### src/rtl/spi_peripheral.sv
// SPI responder for single/dual/quad links: oversamples cs_n/sclk/data in the clk domain.
// Optional build macro SPI_PERIPHERAL_BYTE_COUNT_EN adds a saturating received-byte counter.
module spi_peripheral #(
  parameter int SYNC_STAGES = 2
) (
  input  logic        clk,
  input  logic        reset,
  input  logic        spi_cs_n,
  input  logic        spi_sclk,
  input  logic [3:0]  spi_data_in,
  output logic [3:0]  spi_data_out,
  output logic [3:0]  spi_data_oe,
  input  logic [2:0]  spi_mode_in,
  input  logic        spi_dir_out,
  input  logic [7:0]  spi_byte_tx,
  output logic        spi_tx_load,
  output logic [7:0]  spi_byte_rx,
  output logic        spi_rx_strobe,
  output logic        spi_selected
`ifdef SPI_PERIPHERAL_BYTE_COUNT_EN
  ,
  output logic [15:0] spi_byte_count
`endif
);

  typedef enum logic {IDLE, SELECT} state_t;

  state_t                       state;
  logic [SYNC_STAGES-1:0]       cs_sync, sclk_sync;
  logic [SYNC_STAGES-1:0][3:0]  d_sync;
  logic                         cs_prev, sclk_prev;
  logic [2:0]                   bits, width, bits_next;
  logic [7:0]                   rx_shift, tx_shift, rx_next;
  logic                         seen_rise;

  wire       cs_s      = cs_sync[SYNC_STAGES-1];
  wire       sclk_s    = sclk_sync[SYNC_STAGES-1];
  wire [3:0] d_s       = d_sync[SYNC_STAGES-1];
  wire       cs_fall   = cs_prev & ~cs_s;
  wire       cs_rise   = ~cs_prev & cs_s;
  wire       sclk_rise = ~sclk_prev & sclk_s;
  wire       sclk_fall = sclk_prev & ~sclk_s;

  function automatic logic [2:0] decode_mode(input logic [2:0] m);
    case (m)
      3'd2:    decode_mode = 3'd2;
      3'd4:    decode_mode = 3'd4;
      default: decode_mode = 3'd1;
    endcase
  endfunction

  // The cs chain resets to "selected" so a cs_n already low at reset release is not seen as a fresh fall.
  always_ff @(posedge clk) begin
    if (reset) begin
      cs_sync   <= '0;
      sclk_sync <= '0;
      d_sync    <= '0;
    end else begin
      cs_sync   <= {cs_sync[SYNC_STAGES-2:0], spi_cs_n};
      sclk_sync <= {sclk_sync[SYNC_STAGES-2:0], spi_sclk};
      d_sync    <= {d_sync[SYNC_STAGES-2:0], spi_data_in};
    end
  end

  always_comb begin
    bits_next = bits + width;
    case (width)
      3'd2:    rx_next = {rx_shift[5:0], d_s[1:0]};
      3'd4:    rx_next = {rx_shift[3:0], d_s};
      default: rx_next = {rx_shift[6:0], d_s[0]};
    endcase
  end

  always_ff @(posedge clk) begin
    if (reset) begin
      state         <= IDLE;
      cs_prev       <= 1'b0;
      sclk_prev     <= 1'b0;
      bits          <= '0;
      width         <= 3'd1;
      rx_shift      <= '0;
      tx_shift      <= '0;
      seen_rise     <= 1'b0;
      spi_byte_rx   <= '0;
      spi_rx_strobe <= 1'b0;
      spi_tx_load   <= 1'b0;
      spi_selected  <= 1'b0;
    end else begin
      cs_prev       <= cs_s;
      sclk_prev     <= sclk_s;
      spi_rx_strobe <= 1'b0;
      spi_tx_load   <= 1'b0;
      case (state)
        IDLE: if (cs_fall) begin
          state        <= SELECT;
          spi_selected <= 1'b1;
          bits         <= '0;
          width        <= decode_mode(spi_mode_in);
          rx_shift     <= '0;
          tx_shift     <= spi_byte_tx;
          spi_tx_load  <= 1'b1;
          seen_rise    <= 1'b0;
        end
        SELECT: begin
          if (sclk_rise) begin
            rx_shift  <= rx_next;
            bits      <= bits_next;
            seen_rise <= 1'b1;
            if (bits_next == 3'd0) begin
              spi_byte_rx   <= rx_next;
              spi_rx_strobe <= 1'b1;
              width         <= decode_mode(spi_mode_in);
            end
          end else if (sclk_fall && seen_rise && !cs_rise) begin
            if (bits == 3'd0) begin
              tx_shift    <= spi_byte_tx;
              spi_tx_load <= 1'b1;
            end else begin
              tx_shift <= tx_shift << width;
            end
          end
          // A completing rising edge in the same cycle still strobes before we drop out.
          if (cs_rise) begin
            state        <= IDLE;
            spi_selected <= 1'b0;
          end
        end
        default: state <= IDLE;
      endcase
    end
  end

  always_comb begin
    spi_data_out = '0;
    spi_data_oe  = '0;
    if (state == SELECT) begin
      case (width)
        3'd2: begin
          spi_data_out[1:0] = tx_shift[7:6];
          spi_data_oe       = spi_dir_out ? 4'b0011 : 4'b0000;
        end
        3'd4: begin
          spi_data_out = tx_shift[7:4];
          spi_data_oe  = spi_dir_out ? 4'b1111 : 4'b0000;
        end
        default: begin
          spi_data_out[1] = tx_shift[7];
          spi_data_oe     = 4'b0010;
        end
      endcase
    end
  end

`ifdef SPI_PERIPHERAL_BYTE_COUNT_EN
  always_ff @(posedge clk) begin
    if (reset)
      spi_byte_count <= '0;
    else if (state == IDLE && cs_fall)
      spi_byte_count <= '0;
    else if (spi_rx_strobe && spi_byte_count != 16'hFFFF)
      spi_byte_count <= spi_byte_count + 16'd1;
  end
`endif

endmodule
### config.mk
export PLATFORM = sky130hd
export DESIGN_NAME = spi_peripheral
export DESIGN_NICKNAME = d
export VERILOG_FILES = /design/src/rtl/spi_peripheral.sv
export SDC_FILE = /design/constraint.sdc
export NUM_CORES = 1
export LEC_CHECK = 0
export CORE_ASPECT_RATIO = 0.9
export CORE_MARGIN = 2
export CORE_UTILIZATION = 59
export CTS_BUF_LIST = sky130_fd_sc_hd__clkbuf_8
export CTS_CLUSTER_DIAMETER = 50
export DETAILED_ROUTE_END_ITERATION = 12
export GPL_TIMING_DRIVEN = 0
export PLACE_DENSITY_LB_ADDON = 0.3
export SYNTH_ARGS = -nofsm -noshare
export SYNTH_HDL_FRONTEND = slang
export SYNTH_SLANG_ARGS = --single-unit
### constraint.sdc
create_clock -name clk -period 3.8 [get_ports clk]
set_input_delay 0.38 -clock clk [delete_from_list [all_inputs] [get_ports clk]]
set_output_delay 0.38 -clock clk [all_outputs]
set_load 0.005 [all_outputs]
== After elaboration in Yosys (flattened, before gate mapping) ==
Cells that the tools add are included.

* Input bits: 20
* Register bits: 48
* Logic and storage cells: 88
* Output and inout bits: 19

* Equal/unequal tests: 10
* Add/subtract/negate cells: 1
* Bitwise gates (word level): 10
* Shift operators: 1
* Reductions and logical operators: 11
* Mux-type cells: 39

{| class="wikitable"
|+ Operators by type and width
! operator !! number
|-
| 2-to-1 mux 8 bit || 4
|-
| case mux 8 bit (2 select lines) || 2
|-
| case mux 3 bit (2 select lines) || 3
|-
| 2-to-1 mux 3 bit || 5
|-
| 2-to-1 mux 7 bit || 2
|-
| case mux 7 bit (2 select lines) || 1
|-
| 2-to-1 mux 4 bit || 3
|-
| 2-to-1 mux 1 bit || 11
|-
| case mux 1 bit (2 select lines) || 5
|-
| AND reduction 3 bit || 3
|-
| inequality test 2 x 1 -> 1 bit (second input constant) || 4
|-
| case mux 4 bit (2 select lines) || 1
|-
| << shifter 8 x 3 -> 8 bit || 1
|-
| == test 3 x 2 -> 1 bit (second input constant) || 2
|-
| == test 3 bit (second input constant) || 2
|-
| logical NOT 3 bit || 2
|-
| inverter 1 bit || 6
|-
| bitwise AND 1 bit || 4
|-
| 2-to-1 mux 2 bit || 2
|-
| inequality test 2 bit (second input constant) || 2
|-
| AND reduction 2 bit || 2
|-
| adder 3 bit || 1
|-
| OR reduction 3 bit || 1
|-
| logical AND 1 bit || 2
|-
| logical NOT 1 bit || 1
|}

== Logic depth before layout (Yosys ltp) ==
Gate-level depths: netlist (run 1).

* Depth after elaboration: 7
* Depth in mapped cells: 9
* Depth with buffers taken out: 7

== Least setup slack after synthesis (run 1) ==
No wires, ideal clock.

* Path kind: reg-to-reg
* From: register width[1]
* To: register width[1]
* Library setup time: 71 ps
* Cell stages (with the launch flop): 9
* Slack: 1475 ps
* Arrival time: 2254 ps
* Required time: 3729 ps
* Period minus slack after synthesis: 2325 ps
* Path buffers: 2
* Cells stage by stage: dfxtp_1 clkbuf_1 buf_2 inv_1 fa_1 and2b_1 a31oi_4 or4b_1 a21oi_1

* Word-level cells in the longest chain between the ends: 4

{| class="wikitable"
|+ RTL lines
! item !! line !! text
|-
| from (decl) || 32 || <nowiki>logic [2:0] bits, width, bits_next;</nowiki>
|-
| from (signal assigned) || 98 || <nowiki>width <= decode_mode(spi_mode_in);</nowiki>
|-
| from (signal assigned) || 112 || <nowiki>width <= decode_mode(spi_mode_in);</nowiki>
|-
| adder 3 bit || 66 || <nowiki>bits_next = bits + width;</nowiki>
|-
| logical NOT 3 bit || 109 || <nowiki>if (bits_next == 3'd0) begin</nowiki>
|-
| inequality test 2 x 1 -> 1 bit (no source line) || - ||
|-
| AND reduction 3 bit (no source line) || - ||
|}

Every way passes these cells.
A chain may end at the register's enable or synchronous reset.

== Worst setup path after layout (run 1) ==
* From: register width[2]
* To: output port spi_data_oe[0]

* Word-level cells in the longest chain between the ends: 3
* Elaborated cells between the ends (all ways): 4
* Those cells by class: eq/ne (2); mux (2)

{| class="wikitable"
|+ RTL lines
! item !! line !! text
|-
| == test 3 bit / == test 3 x 2 -> 1 bit (equally long branches) || 137 || <nowiki>case (width)</nowiki>
|-
| case mux 4 bit (2 select lines) (*) || 137 ||
|-
| 2-to-1 mux 4 bit (*) || 136 || <nowiki>if (state == SELECT) begin</nowiki>
|-
| to (decl) || 12 || <nowiki>output logic [3:0] spi_data_oe,</nowiki>
|}

Mark *: on every way between the ends. The rest lies on a longest branch, timed or not.

==> results.ini, run 1 <==
[status]
status=finished clean

[grt]
grt_max_degree=15
overflow=0
grt.total_usage_pct=26.6
grt_antenna_before_repair=0
grt_pass1_wl_mm=9.32
grt_pass1_vias=2020

[yosys]
synth.top_cell.area_share_pct=42.5
synthTopCellsByArea=dfxtp_1, a21oi_1, nor2b_1, o221ai_1, nand2_1
synth.ff_latch_count=48
synth_area_mm2=0.00226
yosys_most_used_dff=dfxtp_1
synthCells=251
yosys_warnings=0
synth_seq_area_share_pct=42.5
synth_edf_count=0
yosysTopAreaCell=dfxtp_1
synth_cell_type_count=49
syn_nets=273
syn_area_per_cell_um2=9.00
synthArstFlopShare_pct=0

[floorplan]
placementRows=21
initial_core_util_pct=61.0
core-area_mm2=0.00370
die_h_um=62.7
dieArea_mm2=0.00434
die_w_um=69.2
io_pins=39

[cts]
cts_setup_buffers=0
cts_tree=built
root_buffer=clkbuf_8
postCtsResizedCells=0
clk_pin_slew_ps=80
clk_latency_ps=310
htreeDepth=2
numCtsBuffers=5
cts_sinks=48
clockBufferDepth=2
hold_buffers=0

[detailed_routing]
wl_per_cell_um=15.9
drt_iter0_drc=313
vias=2113
wirelength_mm=5.44
ant_nets=0
first_pass_iters=4
drc_errors=0
drt-vias-per-instance=6.18

[layout]
layout-drive-gt1-share_pct=7.43
fin_nets=317
n_antenna_cell=0
area_growth_pct=23.1
fin_cells=342
nFillCells=291

[sta]
rsz0062_at_grt=false
setup_ws_ps=902
finalSetupViolations=0
slew_viol_final=0
fin_crit_sh_pct=76.3
max_freq_mhz=345
relSlewSlack_pct=49.0
tns_ps=0
worst_pin_slew_ps=755
fin_worst_skew_ps=4.68
finalHoldViolations=0
min_period_ps=2900
holdWs_ps=440

[pwr]
p_leak_nw=0.953
power.total_mw=0.897
vdd_ir_drop_max_v=0.000287
p_per_area_mw_per_mm2=323

[critical_path]
rr_startpoint=width[1]
reg2reg_to=width[1]
rr_worst_depth=8
cp_max_fo=10
worstPathRequired_ps=3420
cp-start-kind=register
arrival_ps=2520
r2r_setup_slack_ps=1150
criticalPathCategory=reg2out
end_kind=output pin

[placed_design]
hpwlAfterDp_mm=3.91
dp_cells=334
place_ws_ps=1220
gp_congestion=0.980
io_buffers=37

[worst_hold_path]
holdPathStages=2
min_from=reset
holdPathEnd=d_s[3]
hold_path.class=in2reg

[job]
cap_violations=0

-- cell usage after synthesis (4+ instances only) --
library cell	instances
a21oi_1	27
buf_2	5
clkbuf_1	9
dfxtp_1	48
inv_1	9
mux2i_1	7
nand2_1	22
nand2b_1	4
nand3b_1	5
nor2_1	15
nor2b_1	18
nor3_1	11
o211ai_1	5
o21ai_0	5
o221ai_1	11
o22a_1	6
-- worst max-delay path by stage --
| stage | start | to | slack (ps) |
|---|---|---|---|
| after global routing | width[2] | spi_data_oe[0] | 740 |
| after global placement | width[1] | spi_byte_rx[1] | 1210 |
| after CTS | width[2] | spi_data_oe[0] | 960 |
| after floorplan | width[1] | width[1] | 1480 |
| after detailed placement | width[1] | width[1] | 1220 |
| final | width[2] | spi_data_oe[0] | 900 |
-- metrics by stage --
stage               utilization, %  cell area, um^2
CTS                           75.0             2780
global route                  75.0             2780
global placement              72.5             2690
finish                        75.0             2780
floorplan                        -             2260
detailed placement            72.5             2690
-- power breakdown --
part	internal (mW)	total, mW	switching, mW
sequential	0.514	0.521	0.00717
clock	0.145	0.311	0.166
combinational	0.0349	0.0650	0.0301
-- flip-flops by register name, indices dropped and copies added (netlist names), 2 cells and up --
signal	flops
cs_sync	2
d_sync	4
bits	3
width	3
spi_byte_rx	8
d_s	4
tx_shift	8
rx_shift	7
sclk_sync	2
-- critical path, stage by stage, from the launching register on --
cell             delay (ps)
dfxtp_1                 340
clkbuf_1                260
nand2b_1                340
a21oi_1                 310
buf_2                   280
and3_1                  180
clkdlybuf4s50_1         500
-- cell usage in the layout, fill, tap and decap left out, drive strengths merged, types with 2 or more instances in the layout --
| cell | count |
|---|---|
| o21ai | 5 |
| a311oi | 2 |
| inv | 10 |
| nor2 | 16 |
| clkbuf | 16 |
| dfxtp | 48 |
| and3 | 3 |
| mux2i | 7 |
| nand2b | 4 |
| nand3b | 5 |
| o22a | 6 |
| nand3 | 3 |
| o221ai | 11 |
| nor2b | 18 |
| nand2 | 22 |
| a21oi | 27 |
| a221oi | 3 |
| o211ai | 5 |
| nor4 | 2 |
| clkdlybuf4s50 | 37 |
| buf | 6 |
| a22oi | 3 |
| o31ai | 2 |
| or4b | 2 |
| nor3 | 11 |
-- per-layer routing --
metal  global-route usage (%)  up-vias  routed length [um]
met5                        0        -                   0
met4                     10.3        0                  87
met3                     5.65       10                 412
met2                     42.3       87                2610
met1                     35.5     1004                2340
li1                         -     1012                   -
-- cells by family (layout without fill, tap and decap cells) --
| kind of cell | count (synthesis) | count (layout) | share of synthesized area [%] |
|---|---|---|---|
| xor+xnor | 3 | 3 | 1.88 |
| flops | 48 | 48 | 42.5 |
| mux | 9 | 9 | 4.60 |
| simple gates | 89 | 89 | 20.8 |
| compound gates | 75 | 75 | 24.0 |
| buf+inv | 25 | 70 | 4.65 |
| fa+ha+maj | 2 | 2 | 1.44 |
-- cell type report --
class                      count  area [um^2]  share of cell area, %
clock buffer                   6         82.6                   2.97
clock inverter                 2         11.3                  0.405
buffer                        16         71.3                   2.57
sequential                    48          961                   34.6
inverter                       9         33.8                   1.22
tap                           46         57.6                   2.07
multi-input combinational    178         1190                   42.9
timing repair buffer          37          370                   13.3
(Power assumes the default switching activity.)
==> inputs of run 2 (changes only) <==
CORE_UTILIZATION = 49   (was 59)
clock period = 2.45 ns   (was 3.8 ns; I/O delays follow)
==> run 2 against run 1 <==
- sequential power rose by 55%
- largest power group unchanged
- first-iteration DRC count fell by 22%
- flip-flop and latch count unchanged
==> results.ini, run 2 (same netlist as run 1, synthesis figures left out) <==
[worst_hold_path]
hold_path.class=in2reg

[detailed_routing]
drt_iter0_drc=244
vias=2091
wirelength_mm=5.40
drc_errors=0
drt-vias-per-instance=5.86
ant_nets=0
wl_per_cell_um=15.1
first_pass_iters=4

[placed_design]
hpwlAfterDp_mm=3.84
gp_congestion=0.926
io_buffers=37

[grt]
grt_antenna_before_repair=0
grt_pass1_vias=1975
overflow=0
grt.total_usage_pct=23.3
use_met2_pct=36.6
grt_pass1_wl_mm=9.03
grt_use_met1_pct=29.9
grt_max_degree=16
top_usage_layer=met2
grt.met3_usage_pct=5.60

[floorplan]
die_h_um=68.4
placementRows=23
io_pins=39
core-area_mm2=0.00443
die_w_um=75.6
initial_core_util_pct=51.0
dieArea_mm2=0.00517

[layout]
n_antenna_cell=0
layout-drive-gt1-share_pct=11.2
regArea_um2=965
multi_input_area_mm2=0.00122
final_common_cell=dfxtp_1
nFillCells=412
fin_nets=316
layout_common_cells=dfxtp_1, clkdlybuf4s50_1, a21oi_1
area_growth_pct=25.6
fin_util_pct=64.0
reg_top3=spi_byte_rx x8, tx_shift x8, rx_shift x7

[cts]
cts_setup_buffers=0
clockBufferDepth=2
root_buffer=clkbuf_8
htreeDepth=2
cts_sinks=48
cts_tree=built
clk_latency_ps=310
hold_buffers=0
numCtsBuffers=5
clk_pin_slew_ps=90

[sta]
min_period_ps=2330
relSlewSlack_pct=49.5
worst_pin_slew_ps=753
finalHoldViolations=0
finalSetupViolations=0
rsz0062_at_grt=false
tns_ps=0
max_freq_mhz=429
fin_crit_sh_pct=95.1
holdWs_ps=316
slew_viol_final=0
fin_worst_skew_ps=6.01

[job]
cap_violations=0

[critical_path]
arrival_ps=2080
cp_max_fo=10
worstPathRequired_ps=2200
cp-start-kind=register
end_kind=output pin
criticalPathCategory=reg2out

[status]
status=finished clean

[pwr]
vdd_ir_drop_max_v=0.000359
p_leak_nw=0.962
p_per_area_mw_per_mm2=486

## run 2: cell count changes in the layout (fill, tap and decap cells not counted), moves of 2 or more
cell | previous run | this run
clkbuf_1 | 9 | 5
clkbuf_2 | 1 | 3
clkinv_2 | 0 | 2
nand2b_1 | 4 | 2
## run 2: power breakdown
part	total [mW]	switching (mW)	internal, mW
logic	0.101	0.0463	0.0545
clock network	0.471	0.272	0.199
registers	0.807	0.0117	0.796
## run 2: final timing paths
path / start / to / slack [ps] / depth (start not counted)
worst max-delay path: width[2] / spi_data_oe[0] / 120 / 6
worst min-delay path: reset / bits[1] / 320 / 2
worst max register to register: width[1] / width[2] / 140 / 7
worst min register to register: d_sync[1] / d_s[1] / 440 / 1
## run 2: per-layer routing
metal,vias to the layer above,wire length [um]
met3,11,363
met1,988,2450
met4,0,94
met2,85,2490
met5,-,0
li1,1007,-
## run 2: what timing repair did
action | in CTS | in global routing
gates cloned | 0 | 0
setup endpoints to repair | 16 | 14
gates resized for setup | 7 | 12
pin swaps | 0 | 0
## run 2: stage by stage
stage                     cells  area (um^2)  total power [mW]  setup WS (ps)
final                       357         2840              1.38            120
after global routing        357         2840              1.43           1.65
after CTS                   357         2810              1.39          -74.1
after detailed placement    350         2710             0.926           -136
after global placement      350         2710             0.924           -143
after floorplan             251         2260             0.874            125
## run 2: final cells by class
class                           count  share of cell area (%)
Tap cell                           62                    2.73
Multi-Input combinational cell    178                    43.1
Inverter                            9                    1.19
Clock inverter                      3                   0.662
Clock buffer                        5                    2.43
Sequential cell                    48                    34.0
Timing Repair Buffer               37                    13.1
Buffer                             15                    2.82
## run 2: critical path, cell delays in order, from the launching register on
cell             delay [ps]
dfxtp_1                 350
buf_2                   210
nand2b_4                210
a21oi_4                 190
buf_6                   170
and3_1                  160
clkdlybuf4s50_1         490
==> inputs of run 3 (changes only) <==
SLEW_MARGIN = 10   (was unset)
==> results of run 3 <==
No change in the layout: final DEF, timing and power equal those of run 2.
==> patch, RTL diff (settings of run 2) <==
Add a define of `SPI_PERIPHERAL_BYTE_COUNT_EN`.
--- a/src/rtl/spi_peripheral.sv
+++ b/src/rtl/spi_peripheral.sv
@@ -1,5 +1,7 @@
 // SPI responder for single/dual/quad links: oversamples cs_n/sclk/data in the clk domain.
 // Optional build macro SPI_PERIPHERAL_BYTE_COUNT_EN adds a saturating received-byte counter.
+`define SPI_PERIPHERAL_BYTE_COUNT_EN
+
 module spi_peripheral #(
   parameter int SYNC_STAGES = 2
 ) (
Check against the original RTL (old outputs only; new: spi_byte_count): equivalent (equiv_simple and equiv_induct, registers matched by name and starting in step).
==> patch against run 2 <==
Clock skew increased by 0.0050 ns; design area is 36% higher; critical path depth grew 3; synthesized area up 31%; worst setup slack got worse by 0.074 ns; sequential cell count is 16 higher; final cell count rose by 31%; power rose by 47%; combinational power grew 12%; wire length rose by 32%.
==> patch: results (changes against run 2) <==
Status
  • Status: complete, no violations (unchanged)

Final layout
  • Share of layout cells above drive strength 1: 0.100 (was 0.112)
  • # nets final: 419 (was 316)
  • Top flop regs: spi_byte_count x16, spi_byte_rx x8, tx_shift x8 (was spi_byte_rx x8, tx_shift x8, rx_shift x7)
  • Fillcell total: 490 (was 412)

CTS
  • Num CTS Buffers: 9 (was 5)
  • CTS HTree Levels: 3 (was 2)
  • Deepest clock path buffer count: 2 (unchanged)
  • CTS Root Cell: clkbuf_8 (unchanged)
  • Worst-skew pair later-pin latency: 0.34 ns (was 0.31 ns)
  • Clock Pin Slew Worst Setup and Hold Paths: 0.07 ns (was 0.09 ns)

Route
  • Detailed router's first-iteration violation count: 171 (was 244)
  • Final WL: 7.12 mm (was 5.40 mm)
  • Residual DRC: 0 (unchanged)
  • Via-to-Cell Ratio: 5.67 (was 5.86)
  • Pre-antenna DRT Iters: 5 (was 4)
  • Via count: 2,660 (was 2,091)

GRT
  • Vias in the first global route: 2,475 (was 1,975)
  • First-pass GRT wire length: 11.7 mm (was 9.03 mm)
  • Tot GR Track Use: 0.221 (was 0.233)
  • Initial antenna violation count: 0 (unchanged)
  • Largest net degree at the start of global routing: 11 (was 16)

Yosys
  • Average size of a mapped cell: 9.05 µm² (was 9.00 µm²)
  • Synthesized Nets: 350 (was 273)
  • Top post-synthesis cells by area: dfxtp_1, mux2i_1, nor2_1 (was dfxtp_1, a21oi_1, nor2b_1)
  • Register area share after synthesis: 0.433 (was 0.425)
  • Predominant post-synthesis flop cell: dfxtp_1 (unchanged)
  • Distinct cells, synth: 55 (was 49)
  • Synth cell count leaders: dfxtp_1, nor2_1, nand2_1, nor2b_1, clkbuf_1 (was dfxtp_1, a21oi_1, nand2_1, nor2b_1, nor2_1)
  • Ys async rst share: 0 (unchanged)

Pwr
  • Worst vdd ir: 0.378 mV (was 0.359 mV)
  • Lkg Pwr: 0.00134 µW (was 0.000962 µW)

Worst setup path
  • Critical Path AT: 2.67 ns (was 2.08 ns)
  • Crit Path Max Fanout: 8 (was 10)
  • Worst R2R End: width[2] (unchanged)
  • Worst R2R Setup Slack: 0.05 ns (was 0.14 ns)
  • Cell count of the worst reg-to-reg path: 9 (was 7)

Place
  • Routability cong.: 0.921 (was 0.926)
  • Port buffer count: 53 (was 37)
  • DP HPWL: 5.03 mm (was 3.84 mm)
  • Placed Instances: 450 (was 350)

STA
  • Max Clock Skew: 0.0110 ns (was 0.00601 ns)
  • Slew Limit Fails: 0 (unchanged)
  • Rel. slew slack: 0.266 (was 0.495)
  • Worst Hold Slack: 0.438 ns (was 0.316 ns)

Min path
  • Hold Path Stages: 1 (was 2)
  • Min-delay worst type: reg2reg (was in2reg)
  • Hold Path End: d_s[3] (was bits[1])
  • Hold Path Origin: d_sync[3] (was reset)
## patch: logic make-up after synthesis
| kind of cell | after synthesis | share of synthesized area |
|---|---|---|
| AND/OR/NAND/NOR | 129 | 0.228 |
| buffers and inverters | 29 | 0.0385 |
| XOR/XNOR | 11 | 0.0372 |
| flip-flops | 64 | 0.433 |
| AO/OA/AOI/OAI | 73 | 0.178 |
| multiplexers | 18 | 0.0698 |
| adder cells (fa/ha/maj) | 3 | 0.0152 |
## patch: worst max-delay path by stage
stage                   from  endpoint  slack (ns)  cells after the start
detailed placement  width[1]  width[1]       -0.20                      9
global route        width[1]  width[2]       -0.03                      9
floorplan           width[1]  width[1]        0.08                      9
CTS                 width[1]  width[1]       0.007                      9
finish              width[1]  width[2]        0.05                      9
global placement    width[1]  width[1]       -0.16                      9
## patch: worst max-delay path: stages (launching register included)
cell	delay, ns
dfxtp_1	0.33
clkbuf_8	0.17
buf_8	0.13
inv_2	0.07
fa_2	0.38
xnor3_1	0.20
and4bb_2	0.35
nor2_2	0.07
or4b_1	0.48
a21oi_1	0.14
## patch: report_power, final
group	switching [µW]	total [µW]	internal, µW
Clock	394	845	451
Sequential	11.5	1070	1060
Combinational	53.6	113	59.3
Total	459	2030	1570
## patch: timing repair
action	in CTS	in global routing
pin swaps	2	1
setup buffers	2	6
resized for setup	11	8
endpoints found under the setup margin	18	28
## patch: final cells by class
| cell class | instances | area share |
|---|---|---|
| multi-input combinational | 234 | 0.412 |
| sequential | 64 | 0.333 |
| timing repair buffer | 61 | 0.153 |
| clock buffer | 9 | 0.0321 |
| buffer | 18 | 0.0263 |
| tap | 70 | 0.0227 |
| clock inverter | 5 | 0.0133 |
| inverter | 8 | 0.00779 |
## patch: per-stage QoR
step / cell area [µm²] / setup slack, ns
after global placement: 3580 / -0.161
after global routing: 3850 / -0.0312
after floorplan: 2960 / 0.0810
final: 3850 / 0.0465
after detailed placement: 3580 / -0.201
after CTS: 3800 / 0.00682
## patch: per-layer routing
metal  wire length [µm]  global-route usage  part of all wire
met5                  0                   0                 0
met3                514              0.0723             0.072
met1               3350               0.306              0.47
met4                 56              0.0635            0.0079
met2               3190               0.329              0.45
